## src/rtl/wb_arbiter.sv

```systemverilog
// Write-back arbiter: merges load and ALU results onto the single register-file write port,
// queueing ALU results that lose arbitration and exporting a pending-destination mask.
module wb_arbiter #(
    parameter int unsigned DEPTH = 2,
    parameter int unsigned DW    = 32,
    parameter int unsigned AW    = 5
) (
    input  logic                       clk,
    input  logic                       rst,
    input  logic                       alu_valid,
    input  logic [AW-1:0]              alu_rd,
    input  logic [DW-1:0]              alu_data,
    output logic                       alu_ready,
    input  logic                       ld_valid,
    input  logic [AW-1:0]              ld_rd,
    input  logic [DW-1:0]              ld_data,
    output logic                       we,
    output logic [AW-1:0]              wa,
    output logic [DW-1:0]              wn,
    output logic [31:0]                pend_mask,
    output logic [$clog2(DEPTH):0]     fifo_cnt
);

    localparam int unsigned PW = $clog2(DEPTH);
    localparam int unsigned CW = PW + 1;

    logic [AW-1:0] mem_rd_q   [DEPTH];
    logic [DW-1:0] mem_data_q [DEPTH];

    logic [CW-1:0] cnt_q, cnt_d;
    logic [PW-1:0] rd_ptr_q, rd_ptr_d;
    logic [PW-1:0] wr_ptr_q, wr_ptr_d;
    logic          we_q, we_d;
    logic [AW-1:0] wa_q, wa_d;
    logic [DW-1:0] wn_q, wn_d;

    logic acc_alu, alu_keep, ld_sel, fifo_ne, pop, push, alu_direct;

    // Arbitration: load first, then FIFO head, then a bypassing ALU result.
    always_comb begin
        alu_ready  = rst && (cnt_q < CW'(DEPTH));
        acc_alu    = alu_valid && alu_ready;
        alu_keep   = acc_alu && (alu_rd != '0);
        ld_sel     = ld_valid && (ld_rd != '0);
        fifo_ne    = (cnt_q != '0);
        pop        = !ld_sel && fifo_ne;
        alu_direct = !ld_sel && !fifo_ne && alu_keep;
        push       = alu_keep && !alu_direct;

        we_d = 1'b0;
        wa_d = wa_q;
        wn_d = wn_q;
        if (ld_sel) begin
            we_d = 1'b1;
            wa_d = ld_rd;
            wn_d = ld_data;
        end else if (pop) begin
            we_d = 1'b1;
            wa_d = mem_rd_q[rd_ptr_q];
            wn_d = mem_data_q[rd_ptr_q];
        end else if (alu_direct) begin
            we_d = 1'b1;
            wa_d = alu_rd;
            wn_d = alu_data;
        end

        cnt_d    = cnt_q + CW'(push) - CW'(pop);
        wr_ptr_d = push ? wr_ptr_q + PW'(1) : wr_ptr_q;
        rd_ptr_d = pop  ? rd_ptr_q + PW'(1) : rd_ptr_q;
    end

    always_ff @(posedge clk) begin
        if (!rst) begin
            cnt_q    <= '0;
            rd_ptr_q <= '0;
            wr_ptr_q <= '0;
            we_q     <= 1'b0;
            wa_q     <= '0;
            wn_q     <= '0;
        end else begin
            cnt_q    <= cnt_d;
            rd_ptr_q <= rd_ptr_d;
            wr_ptr_q <= wr_ptr_d;
            we_q     <= we_d;
            wa_q     <= wa_d;
            wn_q     <= wn_d;
        end
    end

    // Storage needs no reset; validity is tracked by the count and pointers.
    always_ff @(posedge clk) begin
        if (push) begin
            mem_rd_q[wr_ptr_q]   <= alu_rd;
            mem_data_q[wr_ptr_q] <= alu_data;
        end
    end

    // An entry is live when its distance from the read pointer is below the count.
    always_comb begin
        pend_mask = '0;
        for (int unsigned i = 0; i < DEPTH; i++) begin
            if (CW'(PW'(PW'(i) - rd_ptr_q)) < cnt_q) begin
                pend_mask = pend_mask | (32'(1) << mem_rd_q[i]);
            end
        end
    end

    assign we       = we_q;
    assign wa       = wa_q;
    assign wn       = wn_q;
    assign fifo_cnt = cnt_q;

endmodule

```

## config.mk

```make
export PLATFORM = sky130hd
export DESIGN_NAME = wb_arbiter
export DESIGN_NICKNAME = d
export VERILOG_FILES = /design/src/rtl/wb_arbiter.sv
export SDC_FILE = /design/constraint.sdc
export NUM_CORES = 1
export LEC_CHECK = 0
export CAP_MARGIN = 20
export CORE_MARGIN = 8
export CORE_UTILIZATION = 25
export CTS_CLUSTER_DIAMETER = 150
export CTS_CLUSTER_SIZE = 28
export DETAILED_ROUTE_END_ITERATION = 12
export PLACE_DENSITY = 0.57
export SETUP_SLACK_MARGIN = 0.02
export SLEW_MARGIN = 30
export SYNTH_ARGS = -nofsm -noshare
export SYNTH_HDL_FRONTEND = slang
export SYNTH_SLANG_ARGS = --single-unit
```

## constraint.sdc

```tcl
create_clock -name clk -period 8.07 [get_ports clk]
set_input_delay 0.807 -clock clk [delete_from_list [all_inputs] [get_ports clk]]
set_output_delay 0.807 -clock clk [all_outputs]
set_load 0.03 [all_outputs]
```

# After elaboration in Yosys (flattened, before gate mapping)
# Memories as Yosys holds them, arrays and structs flattened. A register that Yosys moved wholly into a read port is not among the register bits.
# Cells that the tools add are included.
# W data, S select, Z words.
dict set report word_totals {
  regBits 42
  ramBits 74
  mem_count 2
}
dict set report classes {
  add_sub_neg 6
  n_lt_le_gt_ge 3
  n_shift 2
  muxes 17
  bitwise_logic 1
  reduce_logical 15
}
# name words width read_ports rd_clocked_by_memory_dff write_ports line
set mem_list {}
lappend mem_list {mem_data_q 2 32 1 1 1 28} ;# logic [DW-1:0] mem_data_q [DEPTH];
lappend mem_list {mem_rd_q 2 5 3 1 1 27} ;# logic [AW-1:0] mem_rd_q [DEPTH];
# op n
set ops {}
lappend ops {{$mux W32} 5}
lappend ops {{$shl A1 B5 Y32 const A} 2}
lappend ops {{$or A32 B32 Y32} 1}
lappend ops {{$mux W5} 3}
lappend ops {{$reduce_bool A5 Y1} 2}
lappend ops {{$mux W1} 9}
lappend ops {{$logic_and A1 B1 Y1} 8}
lappend ops {{$lt A1 B2 Y1} 2}
lappend ops {{$logic_not A1 Y1} 3}
lappend ops {{$reduce_bool A3 Y1} 1}
lappend ops {{$add A1 B1 Y1 const B} 2}
lappend ops {{$add A2 B1 Y2} 1}
lappend ops {{$lt A2 B2 Y1 const B} 1}
lappend ops {{$reduce_bool A2 Y1} 1}
lappend ops {{$sub A1 B1 Y1 const A} 2}
lappend ops {{$sub A2 B1 Y2} 1}

# Longest topological paths before layout
# Gate-level depths: netlist (run 1).
dict set report depth {
  word_depth 9
  ltp_mapped 12
}

# Least setup slack after synthesis (run 1)
# Ideal clock, no wire load.
dict set report synth_path {
  kind {input-to-reg}
  startpoint {input ld_valid}
  endpoint {memory mem_data_q[1][0] (enable)}
  setup_time_ps 398
  arrival_ps 2722
  required_ps 7672
  setup_slack_ps 4950
  stages 6
  path_cell_list {buf_2 nor3_1 a21oi_1 buf_2 buf_1 and3_1}
}
dict set report synth_via {
  elab_chain_len 8
}
# element line
set synth_rtl {}
lappend synth_rtl {{start: declaration} 14} ;# input logic ld_valid,
lappend synth_rtl {{$logic_and A1 B1 Y1} 44} ;# ld_sel = ld_valid && (ld_rd != '0);
lappend synth_rtl {{$logic_not A1 Y1} 47} ;# alu_direct = !ld_sel && !fifo_ne && alu_keep;
lappend synth_rtl {{$logic_and A1 B1 Y1 (2 in a row)} 47}
lappend synth_rtl {{$logic_not A1 Y1} 48} ;# push = alu_keep && !alu_direct;
lappend synth_rtl {{$logic_and A1 B1 Y1} 48}
lappend synth_rtl {{$mux W1} 92} ;# if (push) begin
lappend synth_rtl {{$mux W1 (implied by the code)} 94} ;# mem_data_q[wr_ptr_q] <= alu_data;
lappend synth_rtl {{end: declaration} 28}
# Every way passes these cells.

# Worst setup path after layout (run 1)
dict set report layout_path {
  startpoint {register cnt_q[0] (netlist: fifo_cnt[0])}
  endpoint {output pend_mask[1]}
}
dict set report layout_via {
  elab_chain_len 4
  word_cells_on_any_way 5
  classes_between {order compare: 2; mux: 2; bitwise: 1}
}
# element line
set layout_rtl {}
lappend layout_rtl {{start: declaration} 30} ;# logic [CW-1:0] cnt_q, cnt_d;
lappend layout_rtl {{start signal: assignment} 81} ;# cnt_q <= cnt_d;
lappend layout_rtl {{$lt A1 B2 Y1} 102} ;# if (CW'(PW'(PW'(i) - rd_ptr_q)) < cnt_q) begin
lappend layout_rtl {{$mux W32} 102}
lappend layout_rtl {{$or A32 B32 Y32} 103} ;# pend_mask = pend_mask | (32'(1) << mem_rd_q[i]);
lappend layout_rtl {{$mux W32 *} 102}
lappend layout_rtl {{end: declaration} 20} ;# output logic [31:0] pend_mask,
# Every way passes the cells marked *; elsewhere a longest branch is shown, timed or not.

==> run_results.csv, run 1 <==
group,metric,value,unit
synth,yosysSeqAreaShare,56.8,%
routing,ant_nets,0,
worst_setup_path,worstSetupPathType,"flop to primary output",
clocking,cts_resized,0,
worst_setup_path,critPathMaxFanout,8,
pwr,internal_power,1.45,mW
sta,tightest_slew,0.920,ns
clocking,clk_path_buf_depth,2,
layout,final_common_cell,"clkdlybuf4s50_1",
routing,post-route-drc-count,0,
clocking,cts_buffers,17,
synth,ys_seq_elements,117,
routing,vias,4657,
synth,yosysTopAreaCellShare,40.9,%
global_routing,grt_max_degree,52,
pwr,power_switching,840,uW
floorplan,dieHeight,163,um
global_routing,gr-total-overflow,0,
clocking,hold_buffers,0,
pwr,ir_drop,150,uV
floorplan,die_area,26700,um2
pwr,power.leakage,2.49,nW
clocking,cts.clk_slew.worst_paths,0.05,ns
hold_path,hold_path_end,"wr_ptr_q",
pwr,seq_power_share,35.5,%
routing,routed_wl,18.1,mm
sta,fin_skew,0.00819,ns
run_status,status,"finished clean",
routing,wl_per_cell,19.6,um
worst_setup_path,r2r_slack,5.02,ns
worst_setup_path,r2r-start,"fifo_cnt[0]",
synth,syn_area,5430,um2
floorplan,start_util,25.2,%
sta,fmax,0.264,GHz
floorplan,ios,151,
clocking,clkSinkCount,117,
placement,io_buffer_count,150,
routing,via_per_inst,5.03,
layout,fin_nets,712,
placement,dp_hpwl,12.1,mm
worst_setup_path,cp-start-kind,"flop",
hold_path,whs_path_depth,2,
worst_setup_path,crit_path_max_incr_delay,0.70,ns
hold_path,min_from,"wr_ptr_q",
global_routing,grt_pass1_wl,27.7,mm
placement,gp_congestion,0.826,
layout,mostFrequentLayoutCells,"150 x clkdlybuf4s50_1, 74 x edfxtp_1, 65 x nand2_1",
clocking,post_cts_buffers,0,
clocking,tritoncts,"yes",
global_routing,antenna_found_initial,0,
clocking,cts-root-buf,"clkbuf_16",
hold_path,min_path_type,"flop to flop",
global_routing,first_global_vias,4809,
sta,timing.final.hold_violations,0,
worst_setup_path,r2r_cells,4,
synth,syn_avg_cell_area,10.9,um2
layout,syn_to_final_growth,41.1,%
floorplan,core_area,21600,um2
worst_setup_path,arrival,2.98,ns
synth,synthTopCellsByArea,"edfxtp_1 41%, dfxtp_1 16%, a311oi_1 5.6%",
sta,setup_tns,0,ns
synth,syn_nets,578,
layout,drive_above_1_share,10.9,%
placement,pre_cts_slack,4.10,ns
worst_setup_path,cp.required,7.26,ns
worst_setup_path,cp_cell_sequence,"a21o_1 -> or3b_2 -> or2_2 -> o22ai_1 -> clkdlybuf4s50_1",
global_routing,grtUsageTotal,13.4,%
clocking,h-tree-depth,4,
clocking,clk_latency,0.41,ns
synth,yosysTopAreaCell,"edfxtp_1",
synth,ys_types,44,
layout,final_util,35.5,%
worst_setup_path,end_kind,"primary output",
sta,rsz0062_at_grt,"false",
pwr,p_per_area,300,nW/um2
sta,slew_headroom,38.6,%
worst_setup_path,worst-path-buf-inv,1,
floorplan,rows,54,
worst_setup_path,startpoint,"fifo_cnt[0]",
sta,setup_slack,4.28,ns
sta,min_period,3.79,ns
pwr,clockPowerShare,28.3,%
synth,yosys_warnings,0,
worst_setup_path,r2r-end,"mem_data_q[0][18]",
floorplan,die_w,163,um
sta,finalSetupViolations,0,
pwr,switching_share,36.6,%
sta,fin_crit_sh,47.0,%
worst_setup_path,slowest_stage,"clkdlybuf4s50_1",
run,maxCapViolations,0,
routing,drt-pass1-iter-count,5,
sta,final-max-slew-violation-count,0,
pwr,combPwrFrac,36.2,%
worst_setup_path,crit_family,"simple AND/OR/NAND/NOR gates",
layout,antennaDiodeCount,0,
routing,drtIter0Drc,238,
synth,postSynthCellCount,498,
## cell families after synthesis
logic type | Yosys count | share of synthesized area, %
simple gates | 186 | 16.5
mux | 37 | 7.28
xor+xnor | 2 | 0.323
fa+ha+maj | 2 | 0.461
buf+inv | 44 | 3.83
flops | 117 | 56.8
compound gates | 110 | 14.8
## cells in the mapped netlist
cell / n
a21o_1: 2
a21oi_1: 5
a311oi_1: 35
a31oi_1: 2
and2_1: 1
and2b_1: 1
and3_1: 1
buf_1: 4
buf_2: 13
buf_4: 3
buf_6: 2
clkbuf_1: 19
dfxtp_1: 43
edfxtp_1: 74
ha_1: 2
inv_1: 3
mux2_2: 20
mux2i_1: 17
nand2_1: 65
nand2b_1: 4
nand3_1: 52
nand3b_1: 4
nor2_1: 5
nor2b_1: 3
nor3_1: 37
nor4_2: 1
o2111ai_4: 1
o211a_1: 1
o211ai_1: 3
o211ai_2: 1
o21a_1: 1
o21ai_0: 20
o21ai_1: 2
o21ba_2: 1
o22ai_1: 32
o31a_1: 1
o31ai_1: 2
o31ai_4: 1
or2_2: 7
or3_1: 3
or3b_2: 1
or4_4: 1
xnor2_1: 1
xor2_1: 1
## worst max path at each step
stage / cells after the start / slack (ns) / to
5_1_grt: 5 / 4.16 / pend_mask[1]
4_1_cts: 5 / 4.28 / pend_mask[1]
2_1_floorplan: 6 / 4.95 / mem_data_q[1][0]
6_report: 5 / 4.28 / pend_mask[1]
3_5_place_dp: 5 / 4.10 / mem_data_q[1][21]
3_3_place_gp: 5 / 4.19 / mem_data_q[1][20]
## area by class of cell
type,count,area [um2]
fillers,2168,13900
flip-flops and latches,117,3080
multi-input cells,337,2160
repair buffers,156,1550
clock buffers,25,465
well taps,280,350
clock inverters,7,36.3
inverters,3,12.5
## flip-flops by register name, indices dropped and copies added (netlist names), named ones only
| name | cells |
|---|---|
| mem_data_q | 64 |
| wn | 32 |
| mem_rd_q | 10 |
| wa | 5 |
| fifo_cnt | 2 |
| rd_ptr_q | 1 |
| we | 1 |
| wr_ptr_q | 1 |
## per-layer routing
metal  share of wire, %  GRT usage (%)
met1                 45           16.3
met2                 47           22.4
met4                1.7           4.63
met5                  0              0
met3                6.4           3.70
## power by group through the flow
stage          clock network, mW  logic (mW)  registers (mW)
5_1_grt                    0.687       0.898           0.826
4_1_cts                    0.662       0.843           0.813
2_1_floorplan                  0       0.422           0.908
3_3_place_gp                   0       0.836           0.823
6_report                   0.649       0.831           0.814
3_5_place_dp                   0       0.839           0.824
## through the flow
step | area [um2] | cells | hold WS (ns) | power (mW)
6_report | 7660 | 925 | 0.513 | 2.29
5_1_grt | 7660 | 925 | 0.544 | 2.41
4_1_cts | 7650 | 925 | 0.506 | 2.32
3_5_place_dp | 7150 | 893 | 0.486 | 1.66
3_3_place_gp | 7150 | 893 | 0.474 | 1.66
2_1_floorplan | 5430 | 498 | 0.458 | 1.33
## worst reg2reg max path, stage by stage, from the launching register on
cell and delay [ns]:
dfxtp_1 0.45, nor4_2 0.48, a21o_1 0.73, or3_1 0.25, clkinv_2 0.63
(Power assumes the default switching activity.)
==> inputs of run 2 (changes only) <==
==> constraint.sdc (replaced) <==
create_clock -name clk -period 3.92 [get_ports clk]
set_input_delay 0.392 -clock clk [delete_from_list [all_inputs] [get_ports clk]]
set_output_delay 0.392 -clock clk [all_outputs]
set_load 0.03 [all_outputs]
==> run 2 against run 1 <==
Clock-buffer cell count down 1. Non-clock buffer count grew 4. First-iteration DRC count rose by 5.5%. Critical path depth is the same. Core utilization up 0.98 points. Combinational power rose by 110%. Final area grew 2.8%. Critical path type unchanged. Largest power group unchanged. Highest routed layer unchanged.
==> run_results.csv, run 2 (synthesis results as in run 1) <==
group,metric,value,unit
clocking,clk_latency,0.42,ns
pwr,internal_power,3.37,mW
layout,antennaDiodeCount,0,
layout,largest_register_ffs,64,
routing,post-route-drc-count,0,
floorplan,die_area,26700,um2
pwr,power.leakage,2.59,nW
sta,rsz0062_at_grt,"false",
layout,multiInputGateArea,2150,um2
routing,routed_wl,17.9,mm
global_routing,grtUsageTotal,13.5,%
clocking,cts_resized,0,
layout,final_common_cell,"clkdlybuf4s50_1",
worst_setup_path,worstSetupPathType,"flop to primary output",
pwr,clockPowerShare,33.5,%
floorplan,start_util,25.2,%
placement,dp_hpwl,12.2,mm
placement,pre_cts_slack,1.08,ns
global_routing,grt_pass1_wl,27.5,mm
sta,fmax,0.304,GHz
clocking,h-tree-depth,4,
worst_setup_path,cp-start-kind,"flop",
clocking,tritoncts,"yes",
routing,drt-pass1-iter-count,6,
pwr,power_switching,1.73,mW
pwr,p_per_area,648,nW/um2
global_routing,gr-total-overflow,0,
clocking,cts.clk_slew.worst_paths,0.05,ns
pwr,seq_power_share,33.1,%
floorplan,ios,151,
clocking,post_cts_buffers,0,
routing,via_per_inst,5.01,
floorplan,die_w,163,um
layout,fin_nets,716,
routing,vias,4655,
pwr,ir_drop,310,uV
sta,timing.final.hold_violations,0,
layout,syn_to_final_growth,45.0,%
layout,ff_latch_area,3090,um2
sta,fin_crit_sh,83.9,%
global_routing,antenna_found_initial,0,
sta,fin_skew,0.00719,ns
sta,slew_headroom,40.7,%
layout,drive_above_1_share,12.0,%
sta,min_period,3.29,ns
routing,drtIter0Drc,251,
sta,tightest_slew,0.890,ns
layout,n_fill_cell,2135,
sta,final-max-slew-violation-count,0,
layout,mostFrequentLayoutCells,"150 x clkdlybuf4s50_1, 74 x edfxtp_1, 65 x nand2_1",
pwr,switching_share,33.9,%
clocking,cts_buffers,17,
worst_setup_path,cp.required,3.53,ns
clocking,clk_path_buf_depth,2,
global_routing,first_global_vias,4838,
floorplan,dieHeight,163,um
hold_path,min_path_type,"flop to flop",
run,maxCapViolations,0,
sta,setup_slack,0.631,ns
routing,wl_per_cell,19.2,um
placement,io_buffer_count,150,
floorplan,core_area,21600,um2
placement,gp_congestion,0.822,
routing,ant_nets,0,
run_status,status,"finished clean",
sta,setup_tns,0,ns
worst_setup_path,arrival,2.90,ns
clocking,cts-root-buf,"clkbuf_16",
worst_setup_path,end_kind,"primary output",
pwr,combPwrFrac,33.5,%
sta,finalSetupViolations,0,
clocking,clkSinkCount,117,
global_routing,grt_max_degree,42,
pwr,finalPower,5.10,mW
floorplan,rows,54,
worst_setup_path,critPathMaxFanout,10,
clocking,hold_buffers,0,
layout,top_register,"mem_data_q",
-- run 2: changes by cell type in the layout (fill, tap and decap cells not counted), sizes merged --
cell,change
inv,+1
clkinv,-5
buf,+4
clkbuf,-1
bufinv,+5
-- run 2: through the flow --
step / area, um2 / hold WS, ns / cells / utilization, %
detailed placement: 7220 / 0.482 / 897 / 33.5
global route: 7870 / 0.534 / 929 / 36.5
global placement: 7210 / 0.476 / 897 / 33.5
finish: 7870 / 0.489 / 929 / 36.5
CTS: 7870 / 0.489 / 929 / 36.5
floorplan: 5430 / 0.458 / 498 / -
-- run 2: path summary, 6_finish.rpt --
check	from	cells past startpoint	slack (ns)	endpoint
hold reg to reg	wr_ptr_q	2	0.49	wr_ptr_q
hold / removal	wr_ptr_q	2	0.49	wr_ptr_q
setup / recovery	fifo_cnt[1]	5	0.63	pend_mask[1]
setup reg to reg	fifo_cnt[1]	9	1.58	fifo_cnt[1]
-- run 2: final cells by class --
cell class                 count  share of cell area, %
sequential                   117                   39.2
multi-input combinational    337                   27.4
tap                          280                   4.45
clock buffer                  24                   6.12
clock inverter                 8                   2.18
timing repair buffer         160                   20.5
inverter                       3                  0.143
-- run 2: power by group through the flow --
stage / Clock (mW) / Sequential (mW) / Combinational (mW)
after floorplan: 0 / 1.87 / 0.870
final: 1.71 / 1.69 / 1.71
after CTS: 1.74 / 1.69 / 1.74
after detailed placement: 0 / 1.71 / 1.73
after global placement: 0 / 1.71 / 1.73
after global routing: 1.80 / 1.71 / 1.85
-- run 2: layer usage --
metal	track usage, %	share of wire, %	vias up
li1	-	-	2200
met1	16.0	43	2220
met2	22.8	48	208
met3	3.91	7.8	27
met4	5.21	1.5	0
met5	0	0	-
-- run 2: critical path: stages (launching register included) --
cell,delay (ns)
dfxtp_1,0.58
a21o_1,0.18
or3b_2,0.52
or2_2,0.34
o22ai_1,0.16
clkdlybuf4s50_1,0.70
